`config.mk`:
```
export PLATFORM = sky130hd
export DESIGN_NAME = remote_comm_e
export DESIGN_NICKNAME = d
export VERILOG_FILES = /design/src/rtl/remote_comm_e.sv
export SDC_FILE = /design/constraint.sdc
export NUM_CORES = 1
export LEC_CHECK = 0
export BUFFER_PORTS_ARGS = -buffer_cell sky130_fd_sc_hd__buf_2
export CAP_MARGIN = 20
export CORE_UTILIZATION = 35
export CTS_CLUSTER_DIAMETER = 60
export DETAILED_ROUTE_END_ITERATION = 12
export PLACE_DENSITY = 0.49
export SYNTH_ARGS = -nofsm -noshare
export SYNTH_HDL_FRONTEND = slang
export SYNTH_SLANG_ARGS = --single-unit
```
`constraint.sdc`:
```
create_clock -name clk -period 2.45 [get_ports clk]
set_input_delay 0.1225 -clock clk [delete_from_list [all_inputs] [get_ports clk]]
set_output_delay 0.1225 -clock clk [all_outputs]
set_load 0.05 [all_outputs]
```
`src/rtl/remote_comm_e.sv`:
```
// Full-duplex UART link to the robot: sends a 16-bit command as two 8N1 bytes
// (high byte first) and captures response bytes arriving on RX.
module remote_comm_e #(
  parameter int BAUD_DIV = 2604
) (
  input  logic        clk,
  input  logic        rst_n,
  input  logic        RX,
  output logic        TX,
  input  logic [15:0] cmd,
  input  logic        send_cmd,
  output logic        cmd_sent,
  output logic [7:0]  resp,
  output logic        resp_rdy,
  input  logic        clr_resp_rdy
);

  localparam int CW = $clog2(BAUD_DIV + 1);
  localparam logic [CW-1:0] BAUD_LAST = CW'(BAUD_DIV - 1);
  localparam logic [CW-1:0] HALF_LAST = CW'(BAUD_DIV / 2 - 1);

  typedef enum logic [1:0] {IDLE, SEND_HI, SEND_LO} tx_state_e;
  typedef enum logic {RX_IDLE, RX_BUSY} rx_state_e;

  // ---------------- transmit path ----------------
  tx_state_e       state_q, state_d;
  logic [7:0]      lo_hold_q, lo_hold_d;
  logic [8:0]      tx_shift_q, tx_shift_d;
  logic [CW-1:0]   tx_baud_q, tx_baud_d;
  logic [3:0]      tx_bit_q, tx_bit_d;
  logic            tx_q, tx_d;
  logic            cmd_sent_q, cmd_sent_d;
  logic            tx_bit_end, tx_frame_end;

  always_comb begin
    // NOTE: every variable gets its hold value first so no path can infer a latch.
    state_d    = state_q;
    lo_hold_d  = lo_hold_q;
    tx_shift_d = tx_shift_q;
    tx_baud_d  = tx_baud_q;
    tx_bit_d   = tx_bit_q;
    tx_d       = tx_q;
    cmd_sent_d = cmd_sent_q;

    tx_bit_end   = (tx_baud_q == BAUD_LAST);
    tx_frame_end = tx_bit_end && (tx_bit_q == 4'd9);

    if (state_q != IDLE) begin
      tx_baud_d = tx_bit_end ? '0 : tx_baud_q + CW'(1);
      if (tx_bit_end && !tx_frame_end) begin
        tx_d       = tx_shift_q[0];
        tx_shift_d = {1'b1, tx_shift_q[8:1]};
        tx_bit_d   = tx_bit_q + 4'd1;
      end
    end

    case (state_q)
      IDLE: begin
        if (send_cmd) begin
          lo_hold_d  = cmd[7:0];
          tx_d       = 1'b0;
          tx_shift_d = {1'b1, cmd[15:8]};
          tx_baud_d  = '0;
          tx_bit_d   = '0;
          cmd_sent_d = 1'b0;
          state_d    = SEND_HI;
        end
      end
      SEND_HI: begin
        // Low byte's start bit begins on the very edge the high stop bit ends.
        if (tx_frame_end) begin
          tx_d       = 1'b0;
          tx_shift_d = {1'b1, lo_hold_q};
          tx_bit_d   = '0;
          state_d    = SEND_LO;
        end
      end
      SEND_LO: begin
        if (tx_frame_end) begin
          tx_d       = 1'b1;
          tx_bit_d   = '0;
          cmd_sent_d = 1'b1;
          state_d    = IDLE;
        end
      end
      default: state_d = IDLE;
    endcase
  end

  always_ff @(posedge clk or negedge rst_n) begin
    if (!rst_n) begin
      state_q    <= IDLE;
      lo_hold_q  <= '0;
      tx_shift_q <= '1;
      tx_baud_q  <= '0;
      tx_bit_q   <= '0;
      tx_q       <= 1'b1;
      cmd_sent_q <= 1'b0;
    end else begin
      state_q    <= state_d;
      lo_hold_q  <= lo_hold_d;
      tx_shift_q <= tx_shift_d;
      tx_baud_q  <= tx_baud_d;
      tx_bit_q   <= tx_bit_d;
      tx_q       <= tx_d;
      cmd_sent_q <= cmd_sent_d;
    end
  end

  // ---------------- receive path ----------------
  rx_state_e       rx_state_q, rx_state_d;
  logic            rx_meta_q, rx_sync_q, rx_prev_q;
  logic [CW-1:0]   rx_baud_q, rx_baud_d;
  logic [3:0]      rx_bit_q, rx_bit_d;
  logic [7:0]      rx_shift_q, rx_shift_d;
  logic [7:0]      resp_q, resp_d;
  logic            resp_rdy_q, resp_rdy_d;
  logic            start_det, rx_sample, rx_done;

  always_comb begin
    rx_state_d = rx_state_q;
    rx_baud_d  = rx_baud_q;
    rx_bit_d   = rx_bit_q;
    rx_shift_d = rx_shift_q;
    resp_d     = resp_q;
    resp_rdy_d = resp_rdy_q;
    rx_done    = 1'b0;

    start_det = (rx_state_q == RX_IDLE) && rx_prev_q && !rx_sync_q;
    // Sample 0 lands mid start bit, later samples one full bit apart.
    rx_sample = (rx_state_q == RX_BUSY) &&
                (rx_baud_q == ((rx_bit_q == 4'd0) ? HALF_LAST : BAUD_LAST));

    if (start_det) begin
      rx_state_d = RX_BUSY;
      rx_baud_d  = '0;
      rx_bit_d   = '0;
    end else if (rx_state_q == RX_BUSY) begin
      if (rx_sample) begin
        rx_baud_d = '0;
        rx_bit_d  = rx_bit_q + 4'd1;
        if (rx_bit_q >= 4'd1 && rx_bit_q <= 4'd8) begin
          rx_shift_d = {rx_sync_q, rx_shift_q[7:1]};
        end
        if (rx_bit_q == 4'd9) begin
          rx_done    = 1'b1;
          resp_d     = rx_shift_q;
          rx_bit_d   = '0;
          rx_state_d = RX_IDLE;
        end
      end else begin
        rx_baud_d = rx_baud_q + CW'(1);
      end
    end

    if (rx_done)      resp_rdy_d = 1'b1;
    if (start_det)    resp_rdy_d = 1'b0;
    // An X/Z on clr_resp_rdy fails the if-test, so a floating input reads as 0.
    if (clr_resp_rdy) resp_rdy_d = 1'b0;
  end

  always_ff @(posedge clk or negedge rst_n) begin
    if (!rst_n) begin
      rx_meta_q  <= 1'b1;
      rx_sync_q  <= 1'b1;
      rx_prev_q  <= 1'b1;
      rx_state_q <= RX_IDLE;
      rx_baud_q  <= '0;
      rx_bit_q   <= '0;
      rx_shift_q <= '0;
      resp_q     <= '0;
      resp_rdy_q <= 1'b0;
    end else begin
      rx_meta_q  <= RX;
      rx_sync_q  <= rx_meta_q;
      rx_prev_q  <= rx_sync_q;
      rx_state_q <= rx_state_d;
      rx_baud_q  <= rx_baud_d;
      rx_bit_q   <= rx_bit_d;
      rx_shift_q <= rx_shift_d;
      resp_q     <= resp_d;
      resp_rdy_q <= resp_rdy_d;
    end
  end

  assign TX       = tx_q;
  assign cmd_sent = cmd_sent_q;
  assign resp     = resp_q;
  assign resp_rdy = resp_rdy_q;

endmodule

```
# --- Word level (Yosys, flattened, before mapping) ---
# Cells that the tools add are included.
word_totals:
  ff_bits: 74
  elab_cells: 101
op_classes:
  n_addsub: 4
  n_lt_le_gt_ge: 2
  eq_ne: 9
  muxes: 46
  bitwise_logic: 2
  reduce_logical: 22
op_table:
  columns: ["operator", "count"]
  rows:
  - ["12-bit two-way mux", 8]
  - ["9-bit two-way mux", 4]
  - ["4-bit two-way mux", 8]
  - ["12-bit by 1-bit adder with 12-bit output (second input constant)", 2]
  - ["1-bit two-way mux", 18]
  - ["9-bit case mux with 2 select lines", 1]
  - ["12-bit equality test", 1]
  - ["12-bit equality test (second input constant)", 1]
  - ["4-bit by 1-bit adder with 4-bit output (second input constant)", 2]
  - ["4-bit equality test (second input constant)", 2]
  - ["4-bit case mux with 2 select lines", 1]
  - ["4-bit AND reduction", 2]
  - ["2-bit nonzero test", 4]
  - ["1-bit logical AND", 6]
  - ["2-bit two-way mux", 3]
  - ["2-bit != test (second input constant)", 3]
  - ["2-bit case mux with 3 select lines", 1]
  - ["3-bit AND reduction", 2]
  - ["4-bit by 1-bit >= comparator with 1-bit output (second input constant)", 1]
  - ["4-bit <= comparator (second input constant)", 1]
  - ["4-bit logical NOT", 1]
  - ["2-bit AND reduction", 2]
  - ["1-bit case mux with 3 select lines", 1]
  - ["3-bit nonzero test", 1]
  - ["7 further kinds", 9]

# --- Depth between registers and ports, before layout ---
depth:
  depth_word: 10
  mapped_depth: 8
  ltp_nobuf: 6

# --- Worst setup path after synthesis ---
# Ideal clock, no wire load.
synth_path:
  path_type: "flip-flop to flip-flop"
  start: "register rx_bit_q[1]"
  end: "register rx_bit_q[0]"
  setup_ps: 128
  arrival_ps: 2048
  slack_ps: 275
  path_stages_with_launch: 6
  n_path_buf: 1
  synth_period_minus_slack_ps: 2175
  path_cell_list: "dfrtp_1 buf_6 or4_4 or4_4 a21oi_4 mux2_1"
synth_between:
  elab_chain_cells: 6
synth_lines:
  columns: ["element", "line_no", "text"]
  rows:
  - ["start, declared", "114", "logic [3:0] rx_bit_q, rx_bit_d;"]
  - ["start signal, assigned", "179", "rx_bit_q <= rx_bit_d;"]
  - ["4-bit logical NOT", "132", "(rx_baud_q == ((rx_bit_q == 4'd0) ? HALF_LAST : BAUD_LAST));"]
  - ["12-bit two-way mux", "132", null]
  - ["12-bit equality test", "132", null]
  - ["1-bit logical AND", "131", "rx_sample = (rx_state_q == RX_BUSY) &&"]
  - ["2-bit nonzero test (no line)", null, null]
  - ["2-bit AND reduction (no line)", null, null]
# Parallel ways exist; a longest one is shown, timed or not. The select of a mux whose other input is x is not followed.
# A chain may end at the register's enable or synchronous reset.

# --- Final worst setup path ---
layout_path:
  start: "register rx_baud_q[9]"
  end: "register resp_q[4] (netlist: resp[4])"
layout_between:
  elab_chain_cells: 3
layout_lines:
  columns: ["element", "line_no", "text"]
  rows:
  - ["start, declared", "113", "logic [CW-1:0] rx_baud_q, rx_baud_d;"]
  - ["start signal, assigned", "178", "rx_baud_q <= rx_baud_d;"]
  - ["12-bit equality test", "132", null]
  - ["1-bit logical AND", "131", null]
  - ["4-bit AND reduction (no line)", null, null]
  - ["end signal, assigned", "181", "resp_q <= resp_d;"]
  - ["end, declared", "116", "logic [7:0] resp_q, resp_d;"]
# Every way passes these cells.

==> reports/results.tsv <==
stage	metric	value	unit
finish	nets	445	
clock_network	clock_path_buffers	2	
timing	setup_ws	0.227	ns
hold_path	worstHoldPathType	primary input to register	
synth	synth_seq_cells	74	
power_and_ir_drop	irDropWorstVdd	366	µV
synth	synth_ff_type	dfrtp_1	
die	die_area	11100	µm²
timing	holdWs	0.0350	ns
clock_network	cts_buffers	9	
drt	drt_iter0_drc	124	
place	post_dp_cell_area	4090	µm²
timing	max_freq	450	MHz
drt	drt_pass1_iterations	4	
synth	synthSimpleGateAreaFrac	19.7	%
critical_path	worstPathMaxFanout	10	
die	core_area	10300	µm²
timing	setup_viol	0	
finish	n_fill_cell	1011	
finish	synthToLayoutAreaGrowth	19.3	%
power_and_ir_drop	p_leak	1.98	nW
timing	slew_violations	0	
place	dpl.cell_count	523	
synth	synthTopCellsByArea	dfrtp_1 (41%), dfstp_2 (9.2%), mux2_2 (5.1%)	
drt	vias	2922	
synth	synth_top_family_by_area	simple AND/OR/NAND/NOR gates	
place	place_congestion	0.777	
synth	synth_xor_area_share	1.64	%
critical_path	crit_path_end_kind	register	
die	die_y	105	µm
global_routing	grtUsageTotal	15.9	%
timing	tns	0	ns
clock_network	clk_pin_slew_worst_paths	0.09	ns
synth	syn_nets	386	
global_routing	grt-ovfl-total	0	
drt	ant_nets	0	
run_status	outcome	finished, final reports clean	
finish	diodes	0	
synth	synth_top_area_cell	dfrtp_1	
synth	synthArstFlopShare	100	%
critical_path	cp-start-kind	register	
place	port_buffers	31	
finish	drive_above_1_share	23.5	%
die	start_util	36.1	%
clock_network	clockRootBuffer	clkbuf_8	
flow_run	drv_cap	0	
synth	yosysWarnings	0	
clock_network	post_cts_buffers	0	
die	fp.dieW	105	µm
clock_network	clock_sinks	74	
drt	vias_per_cell	5.25	
synth	synthCells	357	
timing	skew	0.00892	ns
timing	final.min_clock_period	2.22	ns
drt	wl_per_cell	14.7	µm
finish	final_cells	557	
global_routing	antenna_found_initial	0	
timing	tightest_slew	1.02	ns
synth	post-synth-top-area-fraction	40.9	%
timing	hold_violations	0	
synth	syn_avg_cell_area	10.5	µm²
power_and_ir_drop	powerDensity	797	nW/µm²
synth	synthMuxAreaShare	8.42	%
die	std_cell_rows	37	
timing	fin_crit_sh	90.7	%
drt	finalWirelength	8.19	mm
global_routing	grt_pass1_vias	2877	
synth	syn_area	3730	µm²
place	hpwl	5.35	mm
critical_path	cp_data_arrival_time	2.46	ns
synth	yosysSeqAreaShare	50.1	%
clock_network	htree_levels	3	
die	io_pins	32	
timing	rsz0062_at_grt	false	
global_routing	grt_max_degree	75	
drt	drc	0	
synth	synth.distinct_cells	57	
synth	synth_edf_count	0	
finish	fin_area	4450	µm²
synth	synth-adder-area-share	2.68	%
critical_path	worstPathRequired	2.69	ns
place	place_worst_setup_slack	0.234	ns
critical_path	crit_type	register to register	
global_routing	grt_pass1_wl	14.0	mm
critical_path	ff2ff_setup_slack	0.23	ns
clock_network	cts_tree	done	
synth	synth-compound-area-share	14.6	%
timing	relSlewSlack	31.6	%
clock_network	worstSkewPairLatency	0.36	ns
-- area by class of cell --
class / count / area [µm²] / area share [%]
Timing Repair Buffer: 62 / 435 / 9.78
Tap cell: 136 / 170 / 3.82
Sequential cell: 74 / 1870 / 42.0
Inverter: 10 / 37.5 / 0.843
Clock inverter: 7 / 60.1 / 1.35
Clock buffer: 9 / 124 / 2.78
Multi-Input combinational cell: 259 / 1760 / 39.5
-- metal layers --
metal | global-route usage, % | wire length (µm) | vias up | share of wire [%]
li1 | - | - | 1444 | -
met4 | 6.04 | 155 | 0 | 1.9
met1 | 20.8 | 3970 | 1409 | 48
met2 | 25.7 | 3820 | 55 | 47
met3 | 3.71 | 243 | 14 | 3.0
met5 | 0 | 0 | - | 0
-- through the flow --
stage / utilization [%] / total power [mW]
after floorplan: - / 2.32
after global placement: 39.6 / 2.61
after detailed placement: 39.6 / 2.63
after CTS: 43.1 / 3.59
after global routing: 43.1 / 3.80
final: 43.1 / 3.55
-- Yosys cell counts, types with 3 or more instances --
master      n
nor3_1      9
dfstp_2    13
or4_4       3
or3_1       5
a211oi_1    7
o31ai_1     4
nand3_1    13
nor4bb_1    3
xor2_1      6
inv_1      10
nand2_1    47
a22oi_1     9
and3_1      4
mux2i_1    10
o21ai_0    22
nand4_1     7
dfrtp_1    61
o211ai_1    3
and4_1      3
nor2_1     12
ha_1        8
o21ai_1     4
o2111ai_1   3
mux2_2     17
nor3b_1     3
a31oi_1     6
clkbuf_1   11
a21oi_1    16
-- final timing paths --
path,startpoint,endpoint,cells past startpoint
worst max-delay path,rx_baud_q[9]$_DFFE_PN0P_,resp[4]$_DFFE_PN0P_,4
min in group asynchronous,rst_n,rx_baud_q[10]$_DFFE_PN0P_,2
worst max register to register,rx_baud_q[9]$_DFFE_PN0P_,resp[4]$_DFFE_PN0P_,4
max in group asynchronous,rst_n,lo_hold_q[4]$_DFFE_PN0P_,2
worst min-delay path,cmd[15],tx_shift_q[7]$_DFF_PN1_,3
worst min register to register,rx_meta_q$_DFF_PN1_,rx_sync_q$_DFF_PN1_,0
-- sequential cells by signal, summed over array words and instances (netlist names), 2 cells and up --
name and flops:
rx_baud_q 12, tx_baud_q 12, tx_shift_q 9, lo_hold_q 8
resp 8, rx_shift_q 8, rx_bit_q 4, tx_bit_q 4
state_q 2
-- worst max-delay path, cell delays in order, from the launching register on --
cell and delay [ns]:
dfrtp_1 0.44, a22oi_1 0.31, nand4_1 0.21, or4b_1 0.74, mux2_1 0.40
-- power by group --
part	internal (mW)	switching, mW
Combinational	0.381	0.527
Sequential	1.52	0.206
Clock	0.383	0.531
-- kinds of logic (layout without fill, tap and decap cells) --
logic type                 Yosys count  in the layout
AOI/OAI and AO/OA                   84             84
xor gates and xnor gates             7              7
adders and majority gates            8              8
buffers and inverters               24             88
DFF                                 74             74
muxes                               29             29
and+or+nand+nor                    131            131
-- cell usage in the layout (no fill, tap or decap), drive strengths merged, types with 12 or more instances in the layout --
cell type    netlist  final
a21oi             17     17
buf                3     44
dlygate4sd3        0     18
nand3             13     13
o21ai             26     26
mux2              19     19
nand2             47     47
inv               10     13
dfstp             13     13
nor2              12     12
dfrtp             61     61
-- timing repair --
item	in CTS	in global routing
hold buffers	18	0
endpoints found under the hold margin	78	0
gates resized for setup	0	0
(Power assumes the default switching activity.)
